File: config.mk
export PLATFORM = sky130hd
export DESIGN_NAME = prio_rr_arbiter
export DESIGN_NICKNAME = d
export VERILOG_FILES = /design/src/rtl/prio_rr_arbiter.sv
export SDC_FILE = /design/constraint.sdc
export NUM_CORES = 1
export LEC_CHECK = 0
export CORE_MARGIN = 1.5
export CORE_UTILIZATION = 58
export CTS_CLUSTER_DIAMETER = 80
export DETAILED_ROUTE_END_ITERATION = 10
export PLACE_DENSITY = 0.81
export SLEW_MARGIN = 15
export SYNTH_ARGS = -nofsm -noshare
export SYNTH_HDL_FRONTEND = slang
export SYNTH_SLANG_ARGS = --single-unit
File: constraint.sdc
create_clock -name clk -period 4.5 [get_ports clk]
set_input_delay 0.675 -clock clk [delete_from_list [all_inputs] [get_ports clk]]
set_output_delay 0.675 -clock clk [all_outputs]
set_load 0.01 [all_outputs]
File: src/rtl/prio_rr_arbiter.sv
// Registered N-way arbiter with fixed-priority or round-robin selection and a
// sticky valid/ready grant towards a single consumer.
module prio_rr_arbiter #(
  parameter  int unsigned N = 8,
  localparam int unsigned W = $clog2(N)
) (
  input  logic         clk,
  input  logic         rst_n,
  input  logic [N-1:0] req,
  input  logic         mode,
  input  logic         grant_ready,
  output logic         grant_valid,
  output logic [W-1:0] grant_idx,
  output logic [N-1:0] grant_onehot,
  output logic [W-1:0] ptr
);

  typedef enum logic {
    IDLE  = 1'b0,
    GRANT = 1'b1
  } state_t;

  state_t       state_q, state_d;
  logic         valid_d;
  logic [W-1:0] idx_d;
  logic [N-1:0] onehot_d;
  logic [W-1:0] ptr_d;
  logic [W-1:0] sel_c;
  logic         any_req_c;

  // Fixed: highest set index. Round-robin: first set bit at or below p, wrapping.
  function automatic logic [W-1:0] pick(input logic [N-1:0] r, input logic m,
                                        input logic [W-1:0] p);
    logic [W-1:0] s;
    int           j;
    s = '0;
    if (!m) begin
      for (int i = 0; i < int'(N); i++) begin
        if (r[W'(i)]) s = W'(i);
      end
    end else begin
      for (int k = int'(N) - 1; k >= 0; k--) begin
        j = int'(p) - k;
        if (j < 0) j = j + int'(N);
        if (r[W'(j)]) s = W'(j);
      end
    end
    return s;
  endfunction

  assign any_req_c = |req;

  always_comb begin
    state_d  = state_q;
    valid_d  = grant_valid;
    idx_d    = grant_idx;
    onehot_d = grant_onehot;
    ptr_d    = ptr;
    sel_c    = '0;

    case (state_q)
      IDLE: begin
        if (any_req_c) begin
          sel_c    = pick(req, mode, ptr);
          valid_d  = 1'b1;
          idx_d    = sel_c;
          onehot_d = N'(1) << sel_c;
          state_d  = GRANT;
        end
      end
      GRANT: begin
        if (grant_ready) begin
          if (mode) ptr_d = (grant_idx == '0) ? W'(N - 1) : grant_idx - W'(1);
          if (any_req_c) begin
            // Back-to-back grant picks against the pointer as updated this edge.
            sel_c    = pick(req, mode, ptr_d);
            idx_d    = sel_c;
            onehot_d = N'(1) << sel_c;
          end else begin
            valid_d  = 1'b0;
            idx_d    = '0;
            onehot_d = '0;
            state_d  = IDLE;
          end
        end
      end
      default: state_d = IDLE;
    endcase
  end

  always_ff @(posedge clk) begin
    if (!rst_n) begin
      state_q      <= IDLE;
      grant_valid  <= 1'b0;
      grant_idx    <= '0;
      grant_onehot <= '0;
      ptr          <= W'(N - 1);
    end else begin
      state_q      <= state_d;
      grant_valid  <= valid_d;
      grant_idx    <= idx_d;
      grant_onehot <= onehot_d;
      ptr          <= ptr_d;
    end
  end

endmodule

==> metrics, run 1 <==
Placed Instance Area roughly 0.003 mm²; number of global-route vias before repair 2764; CTS hold repair buffers 0; clk buf depth 2; first-pass detailed-route iteration total 7; number of CTS-inserted buffers 3; Vert. Die Dim 71.69 µm; final setup violation count 0; maximum fanout along the worst path 6; fraction of final layout cells with drive strength greater than 1 0.1652; count of boundary I/O pins 27; initial core utilization 0.6157; sequential area share after synthesis 0.1171; Layout Cells excl Fill 403; final-layout worst hold slack between 0.4 and 0.5 ns; VDD IR-drop max between 0.15 and 0.2 mV; final std cell area, no fill about 0.003 mm²; category of the worst setup path capture point flop; drt initial violations around 440; post-DR wirelength/cell around 19 µm; leakage 1.189 nW; final number of hold-violating endpoints 0; global router's overall resource usage 0.3163; setup repair after global routing missed its margin no; area delta synth->final 12.99%; final worst path period need 4.130 ns; number of vias per cell after detailed routing 7.273; Nets 370; slew of the pin with the lowest slew margin 0.7820 ns; combined area of all synthesized cells roughly 0.0027 mm²; final antenna diode count 0; Mean Syn Cell Area 8.217 µm²; Skew-Pair Late Insertion Delay 0.25 ns; Setup TNS Final 0 ns; floorplan core area 0.004444 mm²; post-cts resize count 0; Slew Viols, Final 0; Syn Inst Count between 300 and 400; aggregate global routing overflow 0; count leader, synth sky130_fd_sc_hd__nand3_1; Synth area leader sky130_fd_sc_hd__dfxtp_1; arrival time at the worst endpoint 4.27 ns; outcome finished, final reports clean; syn_nets roughly 350; worst path required time between 4 and 5 ns; global-route wire length before repair approximately 13000 µm; most frequent cells after synthesis sky130_fd_sc_hd__nand3_1, sky130_fd_sc_hd__nand2_1, sky130_fd_sc_hd__o21ai_0; ys flop type sky130_fd_sc_hd__dfxtp_1; worst hold path type reg -> reg; number of violations of the max-capacitance limit 0; final wirelength 7811 µm; tightest slew margin relative to the limit 0.4767; CTS tree done; largest net degree at the start of global routing 19; Final Cycle Share 0.9177; Ys Warns 0; site row count 24; share of Yosys cell area claimed by the top area cell type 0.1171; root buffer selected by CTS sky130_fd_sc_hd__clkbuf_8; worst clock skew on the final layout around 0.0045 ns; Routed Antenna Nets 0; fraction of the core area covered by cells at the end of the flow 0.6957; Async SR Flop Fraction 0; CTS H-tree lvls 1; DP Cell Count 399; Port-buffer cells 26; number of storage elements in the synthesis netlist 16; weighted congestion reported at the end of routability-driven placement 1.009; number of flops mapped to enable cells by yosys 0; Post-CTS Setup Repair Bufs 0; overall die width 71.69 µm; Power Dens Cells ~300 mW/mm²; number of antenna violations at the first check in global routing 0; type of the setup path with the least slack in -> reg; Achievable Freq ~240 MHz; CTS sink count 16; clock-pin slew on the worst setup and hold paths 0.07 ns; die area 0.005139 mm²; Synth cell types 77; critical path startpoint category input port; top post-synthesis cells by area sky130_fd_sc_hd__dfxtp_1, sky130_fd_sc_hd__mux4_2, sky130_fd_sc_hd__mux2i_1, sky130_fd_sc_hd__mux2_2, sky130_fd_sc_hd__nand3_1; count of unresolved DRC violations after routing 0; overall via count from detail_route 2931; detailed-placement wirelength estimate 5853 µm
worst paths after layout:
path                                  start                            to  slack, ns  cells past startpoint
setup reg to reg  grant_idx[0]$_SDFFE_PN0P_  grant_onehot[0]$_SDFFE_PN0P_       0.50                     13
hold reg to reg    grant_valid$_SDFFE_PN0P_      grant_valid$_SDFFE_PN0P_       0.45                      2
hold / removal     grant_valid$_SDFFE_PN0P_      grant_valid$_SDFFE_PN0P_       0.45                      2
setup / recovery                       mode  grant_onehot[0]$_SDFFE_PN0P_       0.37                     14
worst max-delay path: stages:
cell and delay (ns):
sky130_fd_sc_hd__clkdlybuf4s50_1 0.48, sky130_fd_sc_hd__buf_4 0.19, sky130_fd_sc_hd__nor2b_4 0.20, sky130_fd_sc_hd__nor2_8 0.08, sky130_fd_sc_hd__ha_1 0.22, sky130_fd_sc_hd__and2_1 0.16, sky130_fd_sc_hd__a32o_1 0.28, sky130_fd_sc_hd__or2_1 0.28
sky130_fd_sc_hd__a211oi_1 0.42, sky130_fd_sc_hd__o211ai_1 0.14, sky130_fd_sc_hd__o311a_1 0.15, sky130_fd_sc_hd__o32ai_1 0.62, sky130_fd_sc_hd__nor3_1 0.12, sky130_fd_sc_hd__o221a_1 0.24
per-stage QoR:
stage	power, mW	setup slack [ns]
global route	0.9734	0.2118
finish	0.9126	0.3705
CTS	0.9003	0.4692
detailed placement	0.7684	0.2200
global placement	0.7595	0.3054
floorplan	0.6158	0.3765
kinds of logic after synthesis:
group,share of synthesized area
mux,0.2588
compound gates,0.2949
flops,0.1171
fa+ha+maj,0.02743
xor+xnor,0.01875
simple gates,0.2268
buf+inv,0.05624
area by class of cell:
| type | instances | area (µm²) |
|---|---|---|
| Timing Repair Buffer | 36 | 335.3 |
| Tap cell | 52 | 65.06 |
| Sequential cell | 16 | 320.3 |
| Inverter | 13 | 53.80 |
| Fill cell | 384 | 1353 |
| Multi-Input combinational cell | 282 | 2262 |
| Clock buffer | 4 | 55.05 |
placed cells by master, fill, tap and decap left out, types with 3 or more instances in the layout:
| cell type | instances |
|---|---|
| sky130_fd_sc_hd__a211oi_1 | 9 |
| sky130_fd_sc_hd__and3_1 | 3 |
| sky130_fd_sc_hd__a2111oi_0 | 4 |
| sky130_fd_sc_hd__mux2i_1 | 16 |
| sky130_fd_sc_hd__buf_4 | 10 |
| sky130_fd_sc_hd__nor2b_1 | 7 |
| sky130_fd_sc_hd__mux4_1 | 4 |
| sky130_fd_sc_hd__a221o_1 | 3 |
| sky130_fd_sc_hd__inv_1 | 10 |
| sky130_fd_sc_hd__nor4_1 | 3 |
| sky130_fd_sc_hd__ha_1 | 6 |
| sky130_fd_sc_hd__nand2_1 | 22 |
| sky130_fd_sc_hd__mux2_2 | 14 |
| sky130_fd_sc_hd__a21oi_1 | 18 |
| sky130_fd_sc_hd__nor2_1 | 15 |
| sky130_fd_sc_hd__nor3_1 | 7 |
| sky130_fd_sc_hd__mux4_2 | 12 |
| sky130_fd_sc_hd__clkdlybuf4s50_1 | 26 |
| sky130_fd_sc_hd__clkbuf_8 | 4 |
| sky130_fd_sc_hd__o22ai_1 | 5 |
| sky130_fd_sc_hd__dfxtp_1 | 16 |
| sky130_fd_sc_hd__a31oi_1 | 8 |
| sky130_fd_sc_hd__nand2b_1 | 8 |
| sky130_fd_sc_hd__and2_1 | 5 |
| sky130_fd_sc_hd__o211ai_1 | 6 |
| sky130_fd_sc_hd__o21ai_0 | 21 |
| sky130_fd_sc_hd__nand3_1 | 29 |
state kept, by name, summed over array words and instances, names as in the netlist:
name          cells
ptr               3
grant_idx         3
grant_valid       1
grant_onehot      8
state_q           1
power breakdown:
group | leakage [nW] | switching, mW | internal (mW)
registers | 0.132 | 0.0167 | 0.156
logic | 1.03 | 0.341 | 0.269
clock network | 0.0288 | 0.0520 | 0.0777
per-layer routing:
layer  up-vias  GRT usage  wire length, µm
met2       144     0.5051             3509
li1       1359          -                -
met5         -          0                0
met1      1410     0.4485             3620
met4         0     0.1006              207
met3        18    0.03376              473
Power figures use the tool's default switching activity.
==> run 2, diff against run 1 <==
--- a/config.mk
+++ b/config.mk
@@ -7,6 +7,7 @@
 export LEC_CHECK = 0
 export CORE_MARGIN = 1.5
 export CORE_UTILIZATION = 58
+export CTS_BUF_LIST = sky130_fd_sc_hd__clkbuf_4
 export CTS_CLUSTER_DIAMETER = 80
 export DETAILED_ROUTE_END_ITERATION = 10
 export PLACE_DENSITY = 0.81
==> run 2 against run 1 <==
  * Sequential power about the same
  * Clock skew increased by 0.0030 ns
  * Sequential share of layout area increased by 0.097 points
  * Final area decreased by 0.93%
  * Combinational power about the same
  * First-iteration DRC count increased by 18%
  * Non-clock buffer count unchanged
  * Critical endpoint is now grant_onehot[2]$_SDFFE_PN0P_
  * Largest power group unchanged
==> metrics, run 2 (synthesis gave the netlist of run 1 again) <==
CTS tree done; slew of the pin with the lowest slew margin 0.8059 ns (+0.02392 ns); overall via count from detail_route 2973 (+1.4%); count of unresolved DRC violations after routing 0 (unchanged); count of boundary I/O pins 27 (unchanged); most common cell after layout, fill and taps aside sky130_fd_sc_hd__nand3_1; Vert. Die Dim 71.69 µm (unchanged); leakage 1.175 nW (-1.1%); initial core utilization 0.6157 (unchanged); global router's overall resource usage 0.3151 (-0.001175); Post-CTS Setup Repair Bufs 0 (unchanged); final number of hold-violating endpoints 0 (unchanged); aggregate global routing overflow 0 (unchanged); number of vias per cell after detailed routing 7.377 (+1.4%); floorplan core area 0.004444 mm² (unchanged); clock-pin slew on the worst setup and hold paths 0.10 ns (+0.03 ns); post-DR wirelength/cell 19.30 µm (-0.41%); critical path buffer and inverter count 2 (unchanged); final wirelength 7779 µm (-0.41%); Skew-Pair Late Insertion Delay 0.29 ns (+0.04 ns); Largest regs grant_onehot: 8 flops, grant_idx: 3 flops, ptr: 3 flops; Nets 370 (unchanged); CTS hold repair buffers 0 (unchanged); final antenna diode count 0 (unchanged); number of violations of the max-capacitance limit 0 (unchanged); weighted congestion reported at the end of routability-driven placement 1.009 (unchanged); Slew Viols, Final 0 (unchanged); setup repair after global routing missed its margin no; Routed Antenna Nets 0 (unchanged); type of the setup path with the least slack in -> reg; worst path required time 4.73 ns (+0.09 ns); detailed-placement wirelength estimate 5853 µm (unchanged); number of antenna violations at the first check in global routing 0 (unchanged); drt initial violations 523 (+18%); final std cell area, no fill 0.003063 mm² (-0.93%); most used cells in the layout excluding fill and tap cells sky130_fd_sc_hd__nand3_1, sky130_fd_sc_hd__clkdlybuf4s50_1, sky130_fd_sc_hd__nand2_1; root buffer selected by CTS sky130_fd_sc_hd__clkbuf_4; post-cts resize count 0 (unchanged); CTS H-tree lvls 1 (unchanged); final worst path period need 4.091 ns (-0.03894 ns); cell type group with the largest total delay on the critical path compound AO/OA/AOI/OAI gates; Worst path max stage delay 0.49 ns (-0.13 ns); CTS sink count 16 (unchanged); arrival time at the worst endpoint 4.32 ns (+0.05 ns); clk buf depth 2 (unchanged); largest net degree at the start of global routing 19 (unchanged); first-pass detailed-route iteration total 7 (unchanged); series of cell instances along the critical path clkdlybuf4s50_1, buf_4, nor2b_4, nor2_8, ha_1, and2_1, a32o_1, or2_1, a211oi_1, o311ai_1, a211oi_1, o32ai_1, or3_1, a31oi_1; Largest Register grant_onehot; final setup violation count 0 (unchanged); die area 0.005139 mm² (unchanged); site row count 24 (unchanged); maximum fanout along the worst path 6 (unchanged); fraction of final layout cells with drive strength greater than 1 0.1624 (-0.002849); Port-buffer cells 26 (unchanged); Placed Instance Area 0.003037 mm² (unchanged); tightest slew margin relative to the limit 0.4607 (-0.01600); slowest cell on the critical path sky130_fd_sc_hd__clkdlybuf4s50_1; VDD IR-drop max 0.1645 mV (-0.16%); CP dominant cell by count sky130_fd_sc_hd__a211oi_1; category of the worst setup path capture point flop; overall die width 71.69 µm (unchanged); Final Cycle Share 0.9090 (-0.008653); global-route wire length before repair 13280 µm (-0.11%); number of CTS-inserted buffers 3 (unchanged); Largest register FFs 8 (unchanged); number of global-route vias before repair 2759 (-0.18%); worst hold path type reg -> reg; critical path startpoint category input port; outcome finished, final reports clean; area delta synth->final 11.93%; worst clock skew on the final layout 0.007489 ns (+0.003021 ns); Achievable Freq 244.5 MHz (+0.95%); Setup TNS Final 0 ns (unchanged); Power Dens Cells 282.0 mW/mm² (-4.5%)
[run 2: cell types whose count changed in the layout (fill, tap and decap cells not counted)]
cell / previous run / this run
sky130_fd_sc_hd__clkbuf_4: 0 / 3
sky130_fd_sc_hd__clkbuf_8: 4 / 0
sky130_fd_sc_hd__clkinv_1: 0 / 1
[run 2: worst register-to-register path: stages (launching register included)]
cell	delay, ns
sky130_fd_sc_hd__dfxtp_1	0.54
sky130_fd_sc_hd__inv_1	0.16
sky130_fd_sc_hd__ha_1	0.33
sky130_fd_sc_hd__a31o_2	0.27
sky130_fd_sc_hd__ha_1	0.20
sky130_fd_sc_hd__and2_1	0.16
sky130_fd_sc_hd__a32o_1	0.28
sky130_fd_sc_hd__or2_1	0.29
sky130_fd_sc_hd__a211oi_1	0.43
sky130_fd_sc_hd__o311ai_1	0.16
sky130_fd_sc_hd__a211oi_1	0.35
sky130_fd_sc_hd__o32ai_1	0.24
sky130_fd_sc_hd__or3_1	0.39
sky130_fd_sc_hd__a31oi_1	0.16
[run 2: final cells by class]
| class | count | area, µm² |
|---|---|---|
| timing repair buffer | 36 | 335.3 |
| fill | 397 | 1381 |
| multi-input combinational | 282 | 2262 |
| clock inverter | 1 | 3.754 |
| clock buffer | 3 | 22.52 |
| tap | 52 | 65.06 |
| sequential | 16 | 320.3 |
| inverter | 13 | 53.80 |
[run 2: path summary, 6_finish.rpt]
check,endpoint,cells past startpoint,slack (ns),from
worst max-delay path,grant_onehot[2]$_SDFFE_PN0P_,14,0.41,mode
worst min-delay path,grant_valid$_SDFFE_PN0P_,2,0.45,grant_valid$_SDFFE_PN0P_
worst max register to register,grant_onehot[2]$_SDFFE_PN0P_,13,0.48,grant_idx[0]$_SDFFE_PN0P_
worst min register to register,grant_valid$_SDFFE_PN0P_,2,0.45,grant_valid$_SDFFE_PN0P_
[run 2: metal layers]
metal | share of wire | up-vias | global-route usage
met3 | 0.065 | 21 | 0.02954
met1 | 0.45 | 1439 | 0.4485
li1 | - | 1357 | -
met2 | 0.46 | 156 | 0.5000
met4 | 0.030 | 0 | 0.1090
met5 | 0 | - | 0
[run 2: power breakdown]
group	switching, mW	total [mW]	leakage (nW)	internal (mW)
registers	0.0167	0.172	0.132	0.156
logic	0.341	0.611	1.03	0.269
clock network	0.0487	0.0810	0.0154	0.0323
total	0.407	0.864	1.18	0.457
[run 2: through the flow]
stage                 util  hold WS, ns  power (mW)  instances  worst slack (ns)
finish              0.6892       0.4509      0.8638        403            0.4094
floorplan                -       0.4696      0.6158        333            0.3765
global route        0.6892       0.4907      0.9243        403            0.2639
detailed placement  0.6833       0.4412      0.7684        399            0.2200
global placement    0.6833       0.4354      0.7595        399            0.3054
CTS                 0.6892       0.4571      0.8514        403            0.5150
==> run 3, diff against run 2 <==
--- a/config.mk
+++ b/config.mk
@@ -5,12 +5,13 @@
 export SDC_FILE = /design/constraint.sdc
 export NUM_CORES = 1
 export LEC_CHECK = 0
+export ABC_AREA = 1
 export CORE_MARGIN = 1.5
 export CORE_UTILIZATION = 58
 export CTS_BUF_LIST = sky130_fd_sc_hd__clkbuf_4
 export CTS_CLUSTER_DIAMETER = 80
 export DETAILED_ROUTE_END_ITERATION = 10
-export PLACE_DENSITY = 0.81
+export PLACE_DENSITY = 0.83
 export SLEW_MARGIN = 15
 export SYNTH_ARGS = -nofsm -noshare
 export SYNTH_HDL_FRONTEND = slang
==> run 3 against run 2 <==
  * Non-clock buffer count shrank 9
  * Highest routed layer unchanged
  * Sequential power is essentially flat
  * Area after synthesis shrank 19%
  * Synthesized cell count grew 28%
  * Final cell count grew 23%
  * Critical endpoint is now grant_onehot[0]$_SDFFE_PN0P_
  * Power shrank 14%
  * Core utilization shrank 0.46 points
==> metrics, run 3 <==
outcome finished, final reports clean; root buffer selected by CTS sky130_fd_sc_hd__clkbuf_4; CTS sink count 16 (unchanged); top post-synthesis cells by area sky130_fd_sc_hd__nand2_1, sky130_fd_sc_hd__dfxtp_1, sky130_fd_sc_hd__nand3_1, sky130_fd_sc_hd__inv_1, sky130_fd_sc_hd__a21oi_1; Slew Viols, Final 0 (unchanged); Post-CTS Setup Repair Bufs 0 (unchanged); Port-buffer cells 26 (unchanged); weighted congestion reported at the end of routability-driven placement 0.9434 (-6.5%); Setup TNS Final 0 ns (unchanged); first-pass detailed-route iteration total 4 (-3); detailed-placement wirelength estimate 4730 µm (-19%); number of global-route vias before repair 2394 (-13%); Routed Antenna Nets 0 (unchanged); Synth cell types 28 (-64%); slowest cell on the critical path sky130_fd_sc_hd__clkdlybuf4s50_1; count of boundary I/O pins 27 (unchanged); power consumption 0.7468 mW (-14%); aggregate global routing overflow 0 (unchanged); die area 0.004220 mm² (-18%); clk buf depth 2 (unchanged); number of antenna violations at the first check in global routing 0 (unchanged); initial core utilization 0.6083 (-0.007370); slew of the pin with the lowest slew margin 0.6877 ns (-0.1182 ns); Worst path max stage delay 0.77 ns (+0.28 ns); maximum fanout along the worst path 11 (+5); number of storage elements in the synthesis netlist 16 (unchanged); Ys Warns 0 (unchanged); leakage 1.367 nW (+16%); Synth area leader sky130_fd_sc_hd__nand2_1; Fillers 366 (-7.8%); post-DR wirelength/cell 11.93 µm (-38%); area delta synth->final 12.53%; worst path required time 4.73 ns (about the same); VDD IR-drop max 0.2288 mV (+39%); syn_nets 445 (+27%); setup repair after global routing missed its margin no; number of flops mapped to enable cells by yosys 0 (unchanged); count leader, synth sky130_fd_sc_hd__nand2_1; site row count 22 (-8.3%); final setup violation count 0 (unchanged); Nets 466 (+26%); arrival time at the worst endpoint 3.80 ns (-0.52 ns); Placed Instance Area 0.002480 mm² (-18%); ys flop type sky130_fd_sc_hd__dfxtp_1; sequential area share after synthesis 0.1438 (+0.02676); r2r setup slk 1.29 ns (+0.81 ns); fraction of final layout cells with drive strength greater than 1 0.07383 (-0.08857); tightest slew margin relative to the limit 0.5409 (+0.08015); number of CTS-inserted buffers 3 (unchanged); floorplan core area 0.003661 mm² (-18%); CTS tree done; most common cell after layout, fill and taps aside sky130_fd_sc_hd__nand2_1; type of the setup path with the least slack in -> reg; Skew-Pair Late Insertion Delay 0.30 ns (about the same); fraction of the core area covered by cells at the end of the flow 0.6846 (-0.004637); most frequent cells after synthesis sky130_fd_sc_hd__nand2_1, sky130_fd_sc_hd__nand3_1, sky130_fd_sc_hd__inv_1; Power Dens Cells 298.0 mW/mm² (+5.7%); critical path startpoint category input port; Mean Syn Cell Area 5.216 µm² (-37%); Syn Inst Count 427 (+28%); post-cts resize count 0 (unchanged); final wirelength 5904 µm (-24%); Async SR Flop Fraction 0 (unchanged); drt initial violations 122 (-77%); largest net degree at the start of global routing 23 (+4); final-layout worst hold slack 0.4907 ns (+0.03981 ns); final std cell area, no fill 0.002506 mm² (-18%); number of violations of the max-capacitance limit 0 (unchanged); worst hold path type reg -> reg; CTS hold repair buffers 0 (unchanged); overall die width 64.97 µm (-9.4%); combined area of all synthesized cells 0.002227 mm² (-19%); share of Yosys cell area claimed by the top area cell type 0.2949 (+0.1779); series of cell instances along the critical path clkdlybuf4s50_1, inv_4, nand2_1, nand2_2, ha_1, inv_1, nand3_1, nand2_1, nand2_1, nand2_2, inv_2, nand2_1, nand2_1, nand2_1, nand2_1, nand2_1, nand2_1, nand2_1, a21oi_2, nand4_1, a21oi_1; final number of hold-violating endpoints 0 (unchanged); final antenna diode count 0 (unchanged); smallest setup slack after layout 0.9209 ns (+0.5115 ns); DP Cell Count 491 (+23%); Vert. Die Dim 64.97 µm (-9.4%); overall via count from detail_route 2646 (-11%); number of vias per cell after detailed routing 5.345 (-28%); Largest register FFs 8 (unchanged); worst setup timing slack at the placement stage 0.6962 ns (+0.4762 ns); global router's overall resource usage 0.3025 (-0.01265); worst clock skew on the final layout 0.003151 ns (-0.004338 ns); CTS H-tree lvls 1 (unchanged); CP dominant cell by count sky130_fd_sc_hd__nand2_1; most used cells in the layout excluding fill and tap cells sky130_fd_sc_hd__nand2_1, sky130_fd_sc_hd__nand3_1, sky130_fd_sc_hd__inv_1; Layout Cells excl Fill 495 (+23%); global-route wire length before repair 10400 µm (-22%); final worst path period need 3.579 ns (-0.5115 ns); clock-pin slew on the worst setup and hold paths 0.10 ns (about the same); category of the worst setup path capture point flop; Final Cycle Share 0.7954 (-0.1137); count of unresolved DRC violations after routing 0 (unchanged); Achievable Freq 279.4 MHz (+14%); Largest regs grant_onehot: 8 flops, grant_idx: 3 flops, ptr: 3 flops; Largest Register grant_onehot
run 3: changes by cell type in the layout (fill, tap and decap cells not counted), sizes merged, moves of 9 or more:
cell    change
nor2b       -9
buf         -9
nand2     +169
a211oi     -10
mux2i      -16
nand3      +22
a21oi      +20
mux2       -15
inv        +43
mux4       -16
run 3: kinds of logic after synthesis:
| logic type | count (synthesis) | synth area share |
|---|---|---|
| simple gates | 266 | 0.5096 |
| fa+ha+maj | 6 | 0.03371 |
| xor+xnor | 3 | 0.01180 |
| buf+inv | 67 | 0.1292 |
| compound gates | 69 | 0.1719 |
| flops | 16 | 0.1438 |
run 3: worst paths after layout:
kind / startpoint / to / cells past startpoint
worst min-delay path: grant_valid$_SDFFE_PN0P_ / grant_valid$_SDFFE_PN0P_ / 2
worst max-delay path: mode / grant_onehot[0]$_SDFFE_PN0P_ / 21
worst max register to register: grant_idx[0]$_SDFFE_PN0P_ / grant_onehot[0]$_SDFFE_PN0P_ / 23
worst min register to register: grant_valid$_SDFFE_PN0P_ / grant_valid$_SDFFE_PN0P_ / 2
run 3: area by class of cell:
class	instances	area, µm²	area share
clock buffers	3	22.52	0.008987
clock inverters	1	3.754	0.001498
inverters	56	212.7	0.08487
multi-input cells	344	1619	0.6460
flip-flops and latches	16	320.3	0.1278
well taps	48	60.06	0.02396
repair buffers	27	267.8	0.1068
run 3: layer usage:
| layer | GRT usage | part of all wire |
|---|---|---|
| met5 | 0 | 0 |
| met4 | 0.03457 | 0.0022 |
| met3 | 0.03819 | 0.053 |
| met2 | 0.5387 | 0.48 |
| met1 | 0.3994 | 0.46 |
run 3: report_power, final:
group	internal, mW	switching (mW)
logic	0.175	0.318
clock network	0.0323	0.0518
registers	0.154	0.0156
total	0.362	0.385
run 3: critical path, delay by kind of cell:
family	cells	cell delay [ns]
buffers and inverters	4	1.12
AOI/OAI and AO/OA	2	0.42
adders and majority gates	1	0.48
and+or+nand+nor	14	1.11
